### src/rtl/ps2_rx_fifo.sv
// PS/2 keyboard receiver: sync/debounce, 11-bit frame decode with field checks, scan-code FIFO.
// Latency: push lands in the FIFO two cycles after the stop-bit sample; DOUT is first-word fall-through.
// Backpressure: none toward the keyboard; a valid frame arriving at a full FIFO with no pop is dropped and sets OVF.
// Optional build macro PS2_RX_TIMEOUT_EN adds a mid-frame KB_CLK-high timeout that aborts the frame.
module ps2_rx_fifo #(
    parameter int DEPTH          = 4,
    parameter int SAMPLE_DELAY   = 8,
    parameter int SYNC_STAGES    = 2,
    parameter int TIMEOUT_CYCLES = 4096
) (
    input  logic                     CLK,
    input  logic                     RST,
    input  logic                     KB_CLK,
    input  logic                     KB_DATA,
    input  logic                     RD,
    input  logic                     ERR_CLR,
    output logic [7:0]               DOUT,
    output logic                     EMPTY,
    output logic                     FULL,
    output logic [$clog2(DEPTH):0]   COUNT,
    output logic                     PERR,
    output logic                     FERR,
    output logic                     OVF,
    output logic                     BUSY
);
    localparam int AW = $clog2(DEPTH);
    localparam int CW = AW + 1;
    localparam int DW = $clog2(SAMPLE_DELAY + 1);

    typedef enum logic [1:0] {S_IDLE, S_DATA, S_PARITY, S_STOP} state_t;

    // ---------------- synchronisers ----------------
    logic [SYNC_STAGES-1:0] clk_sync_q, clk_sync_d;
    logic [SYNC_STAGES-1:0] dat_sync_q, dat_sync_d;
    logic                   clk_s, dat_s;

    // Shift raw lines through the synchroniser chains
    always_comb begin
        clk_sync_d = {clk_sync_q[SYNC_STAGES-2:0], KB_CLK};
        dat_sync_d = {dat_sync_q[SYNC_STAGES-2:0], KB_DATA};
    end

    // Synchroniser flops idle high like the bus
    always_ff @(posedge CLK or negedge RST) begin
        if (!RST) begin
            clk_sync_q <= '1;
            dat_sync_q <= '1;
        end else begin
            clk_sync_q <= clk_sync_d;
            dat_sync_q <= dat_sync_d;
        end
    end

    assign clk_s = clk_sync_q[SYNC_STAGES-1];
    assign dat_s = dat_sync_q[SYNC_STAGES-1];

    // ---------------- falling edge + sample delay ----------------
    logic          clk_prev_q, clk_prev_d;
    logic [DW-1:0] dly_q, dly_d;
    logic          armed_q, armed_d;
    logic          clk_fall, sample;

    // Arm on a falling edge, count while low, fire once at SAMPLE_DELAY; a rising edge first cancels it as a glitch
    always_comb begin
        clk_prev_d = clk_s;
        clk_fall   = clk_prev_q & ~clk_s;
        sample     = armed_q & ~clk_s & (dly_q == DW'(SAMPLE_DELAY));
        dly_d      = dly_q;
        armed_d    = armed_q;
        if (clk_fall) begin
            dly_d   = DW'(1);
            armed_d = 1'b1;
        end else if (clk_s || sample) begin
            dly_d   = '0;
            armed_d = 1'b0;
        end else if (armed_q) begin
            dly_d   = dly_q + DW'(1);
        end
    end

    // Sampler state registers
    always_ff @(posedge CLK or negedge RST) begin
        if (!RST) begin
            clk_prev_q <= 1'b1;
            dly_q      <= '0;
            armed_q    <= 1'b0;
        end else begin
            clk_prev_q <= clk_prev_d;
            dly_q      <= dly_d;
            armed_q    <= armed_d;
        end
    end

    // ---------------- optional frame timeout ----------------
    logic busy_q;
    logic timeout;
`ifdef PS2_RX_TIMEOUT_EN
    localparam int TW = $clog2(TIMEOUT_CYCLES + 1);
    logic [TW-1:0] to_q, to_d;

    // Count KB_CLK-high cycles inside a frame; any falling edge restarts the count
    always_comb begin
        to_d    = to_q;
        timeout = 1'b0;
        if (!busy_q || clk_fall) begin
            to_d = '0;
        end else if (clk_s) begin
            if (to_q == TW'(TIMEOUT_CYCLES - 1)) begin
                timeout = 1'b1;
                to_d    = '0;
            end else begin
                to_d = to_q + TW'(1);
            end
        end
    end

    // Timeout counter register
    always_ff @(posedge CLK or negedge RST) begin
        if (!RST) to_q <= '0;
        else      to_q <= to_d;
    end
`else
    // No timeout in this build; a truncated frame resyncs via the start-bit check or reset
    assign timeout = (TIMEOUT_CYCLES < 0);
`endif

    // ---------------- frame FSM ----------------
    state_t     state_q;
    logic [2:0] bit_cnt_q;
    logic [7:0] shreg_q;
    logic       par_q;
    logic       push_q;
    logic       perr_set_q;
    logic       ferr_set_q;

    // Frame decoder: advances only on samples; emits one-cycle push/error pulses after the stop bit
    always_ff @(posedge CLK or negedge RST) begin
        if (!RST) begin
            state_q    <= S_IDLE;
            bit_cnt_q  <= '0;
            shreg_q    <= '0;
            par_q      <= 1'b0;
            busy_q     <= 1'b0;
            push_q     <= 1'b0;
            perr_set_q <= 1'b0;
            ferr_set_q <= 1'b0;
        end else begin
            push_q     <= 1'b0;
            perr_set_q <= 1'b0;
            ferr_set_q <= 1'b0;
            if (timeout) begin
                state_q    <= S_IDLE;
                busy_q     <= 1'b0;
                ferr_set_q <= 1'b1;
            end else if (sample) begin
                case (state_q)
                    S_IDLE: begin
                        if (!dat_s) begin
                            state_q   <= S_DATA;
                            busy_q    <= 1'b1;
                            bit_cnt_q <= '0;
                        end
                    end
                    S_DATA: begin
                        shreg_q   <= {dat_s, shreg_q[7:1]};
                        bit_cnt_q <= bit_cnt_q + 3'd1;
                        if (bit_cnt_q == 3'd7) state_q <= S_PARITY;
                    end
                    S_PARITY: begin
                        par_q   <= dat_s;
                        state_q <= S_STOP;
                    end
                    default: begin
                        state_q    <= S_IDLE;
                        busy_q     <= 1'b0;
                        ferr_set_q <= ~dat_s;
                        perr_set_q <= ~(^{shreg_q, par_q});
                        push_q     <= dat_s & (^{shreg_q, par_q});
                    end
                endcase
            end
        end
    end

    // ---------------- FIFO ----------------
    logic [7:0]    mem_q [DEPTH];
    logic [AW-1:0] wr_ptr_q, wr_ptr_d, rd_ptr_q, rd_ptr_d;
    logic [CW-1:0] count_q, count_d;
    logic          empty, full, pop, push_ok, ovf_set;

    assign empty   = (count_q == '0);
    assign full    = (count_q == CW'(DEPTH));
    assign pop     = RD & ~empty;
    assign push_ok = push_q & (~full | pop);
    assign ovf_set = push_q & full & ~pop;

    // Pointer and occupancy update; simultaneous push/pop leaves COUNT unchanged
    always_comb begin
        wr_ptr_d = wr_ptr_q;
        rd_ptr_d = rd_ptr_q;
        count_d  = count_q;
        if (push_ok) wr_ptr_d = wr_ptr_q + AW'(1);
        if (pop)     rd_ptr_d = rd_ptr_q + AW'(1);
        if (push_ok && !pop)      count_d = count_q + CW'(1);
        else if (pop && !push_ok) count_d = count_q - CW'(1);
    end

    // FIFO pointer registers
    always_ff @(posedge CLK or negedge RST) begin
        if (!RST) begin
            wr_ptr_q <= '0;
            rd_ptr_q <= '0;
            count_q  <= '0;
        end else begin
            wr_ptr_q <= wr_ptr_d;
            rd_ptr_q <= rd_ptr_d;
            count_q  <= count_d;
        end
    end

    // Storage needs no reset: DOUT is forced to zero while empty
    always_ff @(posedge CLK) begin
        if (push_ok) mem_q[wr_ptr_q] <= shreg_q;
    end

    // ---------------- sticky flags ----------------
    logic perr_q, perr_d, ferr_q, ferr_d, ovf_q, ovf_d;

    // Clear strobe loses to a same-cycle set event
    always_comb begin
        perr_d = (perr_q & ~ERR_CLR) | perr_set_q;
        ferr_d = (ferr_q & ~ERR_CLR) | ferr_set_q;
        ovf_d  = (ovf_q  & ~ERR_CLR) | ovf_set;
    end

    // Sticky flag registers
    always_ff @(posedge CLK or negedge RST) begin
        if (!RST) begin
            perr_q <= 1'b0;
            ferr_q <= 1'b0;
            ovf_q  <= 1'b0;
        end else begin
            perr_q <= perr_d;
            ferr_q <= ferr_d;
            ovf_q  <= ovf_d;
        end
    end

    assign DOUT  = empty ? 8'h00 : mem_q[rd_ptr_q];
    assign EMPTY = empty;
    assign FULL  = full;
    assign COUNT = count_q;
    assign PERR  = perr_q;
    assign FERR  = ferr_q;
    assign OVF   = ovf_q;
    assign BUSY  = busy_q;
endmodule

### config.mk
export PLATFORM = sky130hd
export DESIGN_NAME = ps2_rx_fifo
export DESIGN_NICKNAME = d
export VERILOG_FILES = /design/src/rtl/ps2_rx_fifo.sv
export SDC_FILE = /design/constraint.sdc
export NUM_CORES = 1
export LEC_CHECK = 0
export BUFFER_PORTS_ARGS = -buffer_cell sky130_fd_sc_hd__buf_2
export CAP_MARGIN = 30
export CORE_MARGIN = 4
export CORE_UTILIZATION = 35
export DETAILED_ROUTE_END_ITERATION = 10
export SYNTH_ARGS = -nofsm -noshare
export SYNTH_HDL_FRONTEND = slang
export SYNTH_SLANG_ARGS = --single-unit
### constraint.sdc
create_clock -name CLK -period 2.2 [get_ports CLK]
set_input_delay 0.11 -clock CLK [delete_from_list [all_inputs] [get_ports CLK]]
set_output_delay 0.11 -clock CLK [all_outputs]
set_load 0.02 [all_outputs]
# Word-level counts from Yosys, hierarchy flattened
# Memory sizes are Yosys's and may differ from the RTL's.
# Index checks and enable logic that the tools add are counted.
# W data, S select, Z words.
# totals
mem_bits_rw	32
wordCells	98
in_bits	6
output_inout_bits	17
register_bits	38
n_memories	1
# op_classes
eq_ne	7
n_reduce_logical	19
addsub	6
n_mux	23
n_bitwise	23
# mem_list
name	words	word_bits	rd	rd_clocked_by_memory_dff	wr	line_no	rtl
mem_q	4	8	1	0	1	186	logic [7:0] mem_q [DEPTH];
# op_table
op	count
$mux W4	3
$and A1 B1 Y1	11
$mux W1	11
$mux W3	3
$reduce_and A3 Y1	3
$reduce_xor A9 Y1	1
$mux W8	1
$not A1 Y1	8
$add A3 B1 Y3 const B	2
$eq A3 B3 Y1 const B	2
$pmux W2 S3	1
$pmux W3 S2	1
$reduce_bool A2 Y1	3
$add A2 B1 Y2 const B	2
$add A4 B1 Y4 const B	1
$eq A4 B4 Y1 const B	1
$mux W2	2
$ne A2 B2 Y1 const B	2
$or A1 B1 Y1	4
$reduce_and A2 Y1	2
$logic_not A3 Y1	1
$reduce_bool A3 Y1	1
$reduce_or A3 Y1	1
$sub A3 B1 Y3 const B	1
8 further kinds	10

# Logic depth before layout (Yosys ltp)
# Gate-level depths: netlist (run 1).
# logic_depth
word_depth	9
ltp_mapped	10

# Worst setup path after synthesis (run 1)
# No wires, ideal clock.
# synth_timing
path_type	reg-to-reg
startpoint	register count_q[0] (netlist: COUNT[0])
endpoint	register count_q[1] (netlist: COUNT[1])
n_path_buf	1
path_stages_with_launch	9
synth_period_minus_slack_ns	2.325
slack_ns	-0.125
arrival_time_ns	2.200
path_cell_list	dfrtp_1 nor3b_2 and2b_1 nor2b_1 buf_2 ha_1 inv_1 fa_1 mux2_2
# synth_between
word_cells_on_any_way	16
classes_between	2 x add/sub; 1 x eq/ne; 2 x mux; 5 x bitwise; 6 x reduce/logical
# synth_rtl
item	line_no	rtl
from (decl)	188	logic [CW-1:0] count_q, count_d;
from (signal assigned)	217	count_q <= count_d;
$eq A3 B3 Y1	192	assign full = (count_q == CW'(DEPTH));
named net FULL	19	output logic FULL,
$not A1 Y1	194	assign push_ok = push_q & (~full | pop);
$or A1 B1 Y1	194	
$and A1 B1 Y1	194	
named net push_ok	189	logic empty, full, pop, push_ok, ovf_set;
$logic_and A1 B1 Y1	204	if (push_ok && !pop) count_d = count_q + CW'(1);
$mux W3	204	
named net count_d[1]	188	
# The timed path passes the listed nets, and every way through them passes these cells. The select of a mux whose other input is x is not followed.
# A chain may end at the register's enable or synchronous reset.

# Worst setup path in the final report (run 1)
# layout_timing
startpoint	register count_q[0] (netlist: COUNT[0])
endpoint	register count_q[2] (netlist: COUNT[2])
# layout_between
elab_chain_cells	8
word_cells_on_any_way	16
classes_between	2 x add/sub; 1 x eq/ne; 2 x mux; 5 x bitwise; 6 x reduce/logical
# layout_rtl
item	line_no	rtl
$logic_not A3 Y1	191	assign empty = (count_q == '0);
$not A1 Y1	193	assign pop = RD & ~empty;
$and A1 B1 Y1	193	
$or A1 B1 Y1	194	
$and A1 B1 Y1	194	
$logic_not A1 Y1	205	else if (pop && !push_ok) count_d = count_q - CW'(1);
$logic_and A1 B1 Y1	205	
$reduce_bool A2 Y1 (no source line)	-	
# Several ways; a longest one is shown, not always the timed one. The select of a mux whose other input is x is not followed.

==> impl_metrics.ini, run 1 <==
[critical_path]
ff2ff_path_depth = 8
crit_end = COUNT[2]$_DFFE_PN0P_
critPathCaptureType = flip-flop
arrival_ns = 2.37
regToRegEndpoint = COUNT[2]$_DFFE_PN0P_
cp-start-kind = flip-flop
required_ns = 2.46
cp_max_fo = 5
setup.worst_path.start = COUNT[0]$_DFFE_PN0P_
r2r_setup_slack_ns = 0.09
r2r-start = COUNT[0]$_DFFE_PN0P_
crit_type = flip-flop to flip-flop

[yosys]
synth_area_um2 = 3020
synth_ff_type = dfrtp_1
ys_seq_area_share_pct = 63.5
netlist_instances = 190
synth_area_leaders = edfxtp_1 (32%), dfrtp_1 (27%), mux4_2 (6.0%)
yosys.area.top_type_share_pct = 31.8
ys_ff_latch = 70
yosys_warnings = 0
async_reset_ff_share_pct = 54.3
synth_area_per_cell_um2 = 15.9
synth_edf_count = 32
ys_types = 39
syn_nets = 210
yosysTopAreaCell = edfxtp_1

[finish]
final_nets = 245
fill_cells = 752
utilization_pct = 42.3
multi_input_area_um2 = 1050
diodes = 0
drive_above_1_share_pct = 34.3
regArea_um2 = 1920
syn_to_final_growth_pct = 16.1

[routing]
drt_wl_total_um = 4560
drt_iter0_drc = 72
via_per_inst = 4.54
drtAntennaViolNets = 0
wl_per_cell_um = 13.6
vias = 1521
route.detailed.drc = 0
drt_pass1_iterations = 4

[clock_tree]
cts_tree = done
root_buffer = clkbuf_8
path_clk_slew_ns = 0.08
cts_buffers = 9
clock_latency_ns = 0.34
max-clock-path-buffers = 2
htree_levels = 3
cts_sinks = 70

[sta]
drv_slew = 0
max_freq_mhz = 474
finalSetupTns_ns = 0
whs_ns = 0.0631
worst_pin_slew_ns = 0.839
rsz0062_at_grt = no
timing.final.hold_violations = 0
setup_viol = 0
relSlewSlack_pct = 44.1
finalCritPeriodShare_pct = 95.9
fin_crit_ns = 2.11
skew_ns = 0.00566

[floorplanning]
core_um2 = 8300
start_util_pct = 36.4
die_y_um = 101
fp.dieW_um = 101
ioPinCount = 23
fp-row-count = 33
dieArea_um2 = 10200

[power_and_ir_drop]
seqPwrFrac_pct = 57.0
p_sw_w = 0.000513
powerDensity_nw_per_um2 = 690
p_total_w = 0.00242
clkPwrFrac_pct = 41.5
vdd_ir_drop_max_uv = 318
p_leak_nw = 1.60
switching_share_pct = 21.2
p_comb_share_pct = 1.5
internal-power_w = 0.00191

[global_route]
grt_pass1_wl_um = 7700
grt_pass1_vias = 1520
grt_usage_pct = 10.1
grt_max_degree = 39
grt_remaining_overflow = 0
antenna_found_initial = 0

[placed_design]
hpwl_um = 3110
port_buffers = 22
globalplace.congestion = 0.690

[run_status]
status = completed

[min_path]
hp-start = RD
hold_class = input pin to flip-flop

[flow_run]
maxCapViolations = 0
==> layer usage <==
| layer | share of wire, % | GRT usage [%] |
|---|---|---|
| met3 | 5.0 | 4.91 |
| met5 | 0 | 0 |
| met4 | 0.96 | 3.37 |
| met1 | 45 | 12.7 |
| met2 | 49 | 15.3 |
==> registers in the layout, indices dropped and copies added, names as in the netlist <==
register	count
push_q	1
BUSY	1
dly_q	4
COUNT	3
PERR	1
wr_ptr_q	2
mem_q	32
state_q	2
bit_cnt_q	3
ferr_set_q	1
shreg_q	8
FERR	1
armed_q	1
par_q	1
perr_set_q	1
clk_prev_q	1
dat_sync_q	2
OVF	1
rd_ptr_q	2
clk_sync_q	2
==> cell families (layout without fill, tap and decap cells) <==
kind of cell | after synthesis | in the layout | share of synthesized area [%]
DFF | 70 | 70 | 63.5
and+or+nand+nor | 39 | 39 | 7.99
muxes | 23 | 23 | 11.6
xor gates and xnor gates | 16 | 16 | 5.34
buffers and inverters | 16 | 56 | 2.19
adders and majority gates | 14 | 14 | 6.04
AOI/OAI and AO/OA | 12 | 12 | 3.39
==> stage by stage <==
step           instance area [um^2]  worst slack [ns]  std cells
2_1_floorplan                  3040            0.0280        190
3_3_place_gp                   3280             0.138        315
3_5_place_dp                   3280             0.103        315
4_1_cts                        3500            0.0833        334
5_1_grt                        3510           0.00307        335
6_report                       3510            0.0891        335
==> synthesized netlist by cell type (all sizes together), types with 2 or more instances <==
master / count
nand2: 5
a22o: 3
mux2i: 2
ha: 13
inv: 10
buf: 3
o21ai: 2
a21oi: 2
mux4: 8
xnor2: 9
and2: 13
mux2: 13
edfxtp: 32
a21o: 2
dfrtp: 33
dfstp: 5
nor3: 2
clkbuf: 3
nor2: 10
xor2: 6
==> worst max-delay path, stage by stage, from the launching register on <==
cell     delay [ns]
dfrtp_2        0.46
or3_1          0.43
nand2_2        0.11
ha_2           0.18
inv_1          0.05
fa_1           0.37
xor2_1         0.17
nor2_1         0.11
xor2_1         0.15
==> power by group through the flow <==
stage,Combinational (W),Sequential [W],Clock (W)
floorplan,0.0000192,0.00140,0
global placement,0.0000332,0.00141,0
detailed placement,0.0000332,0.00141,0
CTS,0.0000373,0.00138,0.00104
global route,0.0000421,0.00138,0.00111
finish,0.0000358,0.00138,0.00100
==> what timing repair did <==
action	4_1_cts	5_1_grt
gates resized for setup	0	1
hold buffers	3	0
setup endpoints to repair	0	1
endpoints found under the hold margin	35	0
setup buffers	0	1
==> worst min path at each step <==
stage	slack (ns)	cells after the start	end
floorplan	-0.19	0	BUSY$_DFFE_PN0P_
global placement	0.22	1	dat_sync_q[0]$_DFF_PN1_
detailed placement	0.22	1	dat_sync_q[0]$_DFF_PN1_
CTS	0.06	3	rd_ptr_q[1]$_DFFE_PN0N_
global route	0.04	3	rd_ptr_q[0]$_DFFE_PN0N_
finish	0.06	3	rd_ptr_q[0]$_DFFE_PN0N_
==> cells in the final DEF (no fill, tap or decap), types with 5 or more instances in the layout <==
master | netlist | routed
mux2_2 | 12 | 12
ha_1 | 13 | 12
buf_4 | 1 | 5
edfxtp_1 | 32 | 32
dfstp_2 | 5 | 5
and2_1 | 13 | 13
buf_2 | 2 | 22
dfrtp_1 | 33 | 30
clkbuf_8 | 0 | 9
xnor2_1 | 8 | 8
nor2_1 | 10 | 10
inv_1 | 10 | 10
xor2_1 | 6 | 6
mux4_2 | 8 | 8
==> cell type report <==
class | count | area share (%)
flip-flops and latches | 70 | 54.8
multi-input cells | 104 | 29.9
repair buffers | 30 | 5.06
clock buffers | 11 | 3.74
well taps | 105 | 3.74
clock inverters | 5 | 1.68
inverters | 10 | 1.07
No activity file was read; power rests on OpenSTA's default activity.
==> inputs of run 2 (changes only) <==
Settings changed: CORE_ASPECT_RATIO set to 1.75, SETUP_SLACK_MARGIN set to 0.15.
==> run 2 against run 1 <==
Compared with the run above:
- combinational power about the same
- first-iteration DRC count rose by 71%
- largest power group unchanged
- utilization grew 1.3 points
- critical path type unchanged
- clock power increased by 35%
- count of clock-buffer cells in the layout stayed put
==> impl_metrics.ini, run 2 (same netlist as run 1, synthesis figures left out) <==
[sta]
drv_slew = 0
max_freq_mhz = 510
fin_crit_ns = 1.96
finalCritPeriodShare_pct = 89.1
rsz0062_at_grt = yes
finalSetupTns_ns = 0
timing.final.hold_violations = 0
setup_viol = 0
relSlewSlack_pct = 43.5
worst_pin_slew_ns = 0.848
skew_ns = 0.00532

[finish]
final_nets = 247
syn_to_final_growth_pct = 20.7
regMostFlops = mem_q
final_cell_mix = edfxtp_1 (32), dfrtp_1 (29), buf_2 (22)
reg.largest.list = mem_q (32), shreg_q (8), dly_q (4)
final_common_cell = edfxtp_1
largest_register_ffs = 32
drive_above_1_share_pct = 37.1
final_cells = 347
diodes = 0
fin_area_um2 = 3650

[critical_path]
cpMostUsedCell = xor2_1
required_ns = 2.44
crit_type = flip-flop to flip-flop
arrival_ns = 2.20
cp_max_fo = 4
critPathCaptureType = flip-flop
critical_path.top_delay_family = simple AND/OR/NAND/NOR gates
worst_path_max_delay_cell = dfrtp_2
max_stage_delay_ns = 0.42
cp_cell_sequence = nor3b_4 > and2b_1 > nor2b_2 > ha_4 > inv_2 > fa_2 > xor2_1 > nor2_1 > xor2_1
cp-start-kind = flip-flop
cp_num_buf_inv = 1

[clock_tree]
cts_buffers = 9
max-clock-path-buffers = 2
root_buffer = clkbuf_16
clock_latency_ns = 0.32
cts_sinks = 70
htree_levels = 3
cts_tree = done
path_clk_slew_ns = 0.05

[floorplanning]
start_util_pct = 36.1
fp-row-count = 44
fp.dieW_um = 78.3
core_um2 = 8370
dieArea_um2 = 10200
die_y_um = 131
ioPinCount = 23

[routing]
vias = 1534
wl_per_cell_um = 13.3
route.detailed.drc = 0
drt_iter0_drc = 123
drtAntennaViolNets = 0
drt_pass1_iterations = 3
drt_wl_total_um = 4630
via_per_inst = 4.42

[placed_design]
hpwl_um = 3350
globalplace.congestion = 0.742
place_inst = 325
port_buffers = 22
place_area_um2 = 3300

[power_and_ir_drop]
powerDensity_nw_per_um2 = 760
vdd_ir_drop_max_uv = 463
p_leak_nw = 1.66
p_total_w = 0.00278

[flow_run]
maxCapViolations = 0

[global_route]
grt_pass1_vias = 1695
grt_remaining_overflow = 0
grt_pass1_wl_um = 8090
antenna_found_initial = 0
grt_usage_pct = 10.5
grt_max_degree = 39

[run_status]
status = completed

[min_path]
hold_class = input pin to flip-flop
==> run 2: repair_timing <==
action,CTS,global route
pin swaps,0,3
hold buffers,3,0
setup endpoints to repair,1,9
hold endpoints to repair,35,0
resized for setup,2,3
setup buffers,0,3
==> run 2: power breakdown <==
part | internal (W) | switching (W) | leakage [nW]
Clock | 0.000868 | 0.000486 | 0.143
Combinational | 0.0000134 | 0.0000225 | 0.665
Sequential | 0.00137 | 0.0000123 | 0.852
==> run 2: stage by stage <==
stage	setup slack, ns	util, %	hold slack, ns
6_report	0.241	43.6	0.104
5_1_grt	0.0935	43.6	0.114
4_1_cts	0.155	43.2	0.101
3_5_place_dp	0.137	39.4	0.217
3_3_place_gp	0.160	39.4	0.216
2_1_floorplan	0.0715	-	-0.186
==> run 2: routing by layer <==
layer | track usage [%] | vias up | wire length [um]
li1 | - | 753 | -
met1 | 10.2 | 756 | 1690
met2 | 19.5 | 18 | 2710
met3 | 3.22 | 7 | 103
met4 | 6.18 | 0 | 129
met5 | 0 | - | 0
==> run 2: worst paths after layout <==
| check | start | endpoint | slack, ns | cells after the start |
|---|---|---|---|---|
| worst max-delay path | COUNT[2]$_DFFE_PN0P_ | COUNT[2]$_DFFE_PN0P_ | 0.24 | 9 |
| worst min-delay path | RD | rd_ptr_q[0]$_DFFE_PN0N_ | 0.10 | 3 |
| worst max register to register | COUNT[2]$_DFFE_PN0P_ | COUNT[2]$_DFFE_PN0P_ | 0.24 | 9 |
| worst min register to register | dat_sync_q[0]$_DFF_PN1_ | dat_sync_q[1]$_DFF_PN1_ | 0.35 | 0 |
| max in group asynchronous | RST | COUNT[1]$_DFFE_PN0P_ | 1.19 | 2 |
| min in group asynchronous | RST | state_q[0]$_DFFE_PN0P_ | 0.43 | 2 |
==> run 2: worst register-to-register path: cells and delay by family (launching register included) <==
family / cells / cell delay, ns
fa+ha+maj: 2 / 0.48
buf+inv: 1 / 0.03
xor+xnor: 2 / 0.31
simple gates: 4 / 0.64
flops: 1 / 0.42
==> run 2: area by class of cell <==
class	count	area, um^2
clock buffer	11	233
sequential	70	1920
inverter	10	37.5
timing repair buffer	32	193
fill	797	4720
tap	115	144
multi-input combinational	104	1070
clock inverter	5	50.0
==> inputs of run 3 (changes only) <==
Settings changed: HOLD_SLACK_MARGIN set to 0.15, PLACE_DENSITY_LB_ADDON set to 0.15.
==> run 3 against run 2 <==
Compared with the run above:
- first-iteration DRC count fell by 62%
- sequential power about the same
- final cell count up 1.4%
- maximum frequency fell by 1.3%
- setup slack got worse by 0.025 ns
- global-route usage rose by 0.64 points
- critical path depth unchanged
- power increased by 10%
- sequential share of layout area is 1.4 points lower
- sequential cell count is the same
==> impl_metrics.ini, run 3 (same netlist as run 1, synthesis figures left out) <==
[sta]
skew_ns = 0.00420
whs_ns = 0.354
relSlewSlack_pct = 43.8
setup_viol = 0
finalCritPeriodShare_pct = 90.2
timing.final.hold_violations = 0
max_freq_mhz = 504
rsz0062_at_grt = yes
fin_crit_ns = 1.98
drv_slew = 0
finalSetupTns_ns = 0
worst_pin_slew_ns = 0.844

[clock_tree]
max-clock-path-buffers = 2
cts_tree = done
path_clk_slew_ns = 0.06
cts_buffers = 9
clock_latency_ns = 0.33
root_buffer = clkbuf_16
cts_sinks = 70
htree_levels = 3

[floorplanning]
core_um2 = 8370
fp.dieW_um = 78.3
die_y_um = 131
ioPinCount = 23
start_util_pct = 36.1
fp-row-count = 44
dieArea_um2 = 10200

[routing]
wl_per_cell_um = 14.4
via_per_inst = 4.51
drt_wl_total_um = 5080
vias = 1589
drtAntennaViolNets = 0
drt_pass1_iterations = 4
drt_iter0_drc = 47
route.detailed.drc = 0

[placed_design]
port_buffers = 22
hpwl_um = 3530
globalplace.congestion = 0.706

[global_route]
grt_usage_pct = 11.2
grt_remaining_overflow = 0
grt_pass1_vias = 1724
grt_max_degree = 39
antenna_found_initial = 0
grt_pass1_wl_um = 8420

[critical_path]
cp_num_buf_inv = 1
cp-start-kind = flip-flop
worst_path_max_delay_cell = dfrtp_2
r2r-start = COUNT[2]$_DFFE_PN0P_
required_ns = 2.44
regToRegEndpoint = COUNT[2]$_DFFE_PN0P_
cpMostUsedCell = xor2_1
r2r_setup_slack_ns = 0.22
critPathCaptureType = flip-flop
cp_cell_sequence = nor3b_4 > and2b_1 > nor2b_2 > ha_4 > inv_2 > fa_2 > xor2_1 > nor2_1 > xor2_1
ff2ff_path_depth = 9
arrival_ns = 2.23
crit_type = flip-flop to flip-flop
cp_max_fo = 3
max_stage_delay_ns = 0.41
critical_path.top_delay_family = simple AND/OR/NAND/NOR gates

[finish]
syn_to_final_growth_pct = 24.0
diodes = 0
multi_input_area_um2 = 1070
final_common_cell = edfxtp_1
final_cell_mix = edfxtp_1 (32), dfrtp_1 (30), buf_2 (22)
regMostFlops = mem_q
regArea_um2 = 1920
final_nets = 252
fill_cells = 788
reg.largest.list = mem_q (32), shreg_q (8), dly_q (4)
largest_register_ffs = 32
drive_above_1_share_pct = 37.6

[power_and_ir_drop]
p_comb_share_pct = 1.3
p_total_w = 0.00306
powerDensity_nw_per_um2 = 817
p_leak_nw = 1.70
internal-power_w = 0.00249
switching_share_pct = 18.6
vdd_ir_drop_max_uv = 493
seqPwrFrac_pct = 45.2
p_sw_w = 0.000570
clkPwrFrac_pct = 53.5

[min_path]
min_to = dat_sync_q[1]$_DFF_PN1_
hold_class = flip-flop to flip-flop
hp-start = dat_sync_q[0]$_DFF_PN1_
hold_depth = 0

[run_status]
status = completed

[flow_run]
maxCapViolations = 0
[run 3: cell types whose count changed in the layout (fill, tap and decap cells not counted), moves of 2 or more]
cell,change
buf_4,+3
bufinv_16,+2
clkinv_2,-3
clkinvlp_4,+2
dlygate4sd3_1,+2
[run 3: worst max path at each step]
stage                               startpoint  slack (ns)  cells after the start                   end
after floorplan           COUNT[1]$_DFFE_PN0P_        0.07                      8  COUNT[1]$_DFFE_PN0P_
after global placement    COUNT[0]$_DFFE_PN0P_        0.15                      8  COUNT[2]$_DFFE_PN0P_
after detailed placement  COUNT[0]$_DFFE_PN0P_        0.06                      8  COUNT[2]$_DFFE_PN0P_
after CTS                 COUNT[2]$_DFFE_PN0P_        0.17                      9  COUNT[2]$_DFFE_PN0P_
after global routing      COUNT[2]$_DFFE_PN0P_        0.10                      9  COUNT[2]$_DFFE_PN0P_
final                     COUNT[2]$_DFFE_PN0P_        0.22                      9  COUNT[2]$_DFFE_PN0P_
[run 3: stage by stage]
stage	std cells	setup slack, ns	cell area, um^2	util [%]
2_1_floorplan	190	0.0715	3050	-
3_3_place_gp	325	0.150	3300	39.4
3_5_place_dp	325	0.0585	3300	39.4
4_1_cts	352	0.172	3750	44.8
5_1_grt	352	0.105	3750	44.8
6_report	352	0.215	3750	44.8
[run 3: layout make-up]
cell class | count | area share, %
well taps | 115 | 3.84
clock inverters | 6 | 2.94
multi-input cells | 104 | 28.5
flip-flops and latches | 70 | 51.3
inverters | 10 | 1.00
clock buffers | 10 | 6.11
repair buffers | 37 | 6.28
[run 3: metal layers]
metal	wire (um)	GRT usage, %	vias up
met5	0	0	-
met1	2040	11.5	786
met3	161	3.57	13
li1	-	-	762
met4	121	6.80	0
met2	2760	19.7	28
[run 3: power by group through the flow]
stage / registers [W] / clock network [W] / logic [W]
finish: 0.00138 / 0.00164 / 0.0000390
global route: 0.00138 / 0.00174 / 0.0000461
CTS: 0.00138 / 0.00168 / 0.0000412
detailed placement: 0.00141 / 0 / 0.0000342
global placement: 0.00141 / 0 / 0.0000343
floorplan: 0.00140 / 0 / 0.0000192
[run 3: worst register-to-register path: cells and delay by family (launching register included)]
family | cells | cell delay, ns
buffers and inverters | 1 | 0.03
adders and majority gates | 2 | 0.49
xor gates and xnor gates | 2 | 0.35
and+or+nand+nor | 4 | 0.62
DFF | 1 | 0.41
[run 3: repair_timing]
action / 4_1_cts / 5_1_grt
buffers inserted: 6 / 0
pin swaps: 4 / 3
resized for setup: 4 / 0
hold buffers: 5 / 0
endpoints found under the setup margin: 1 / 1
endpoints found under the hold margin: 37 / 0
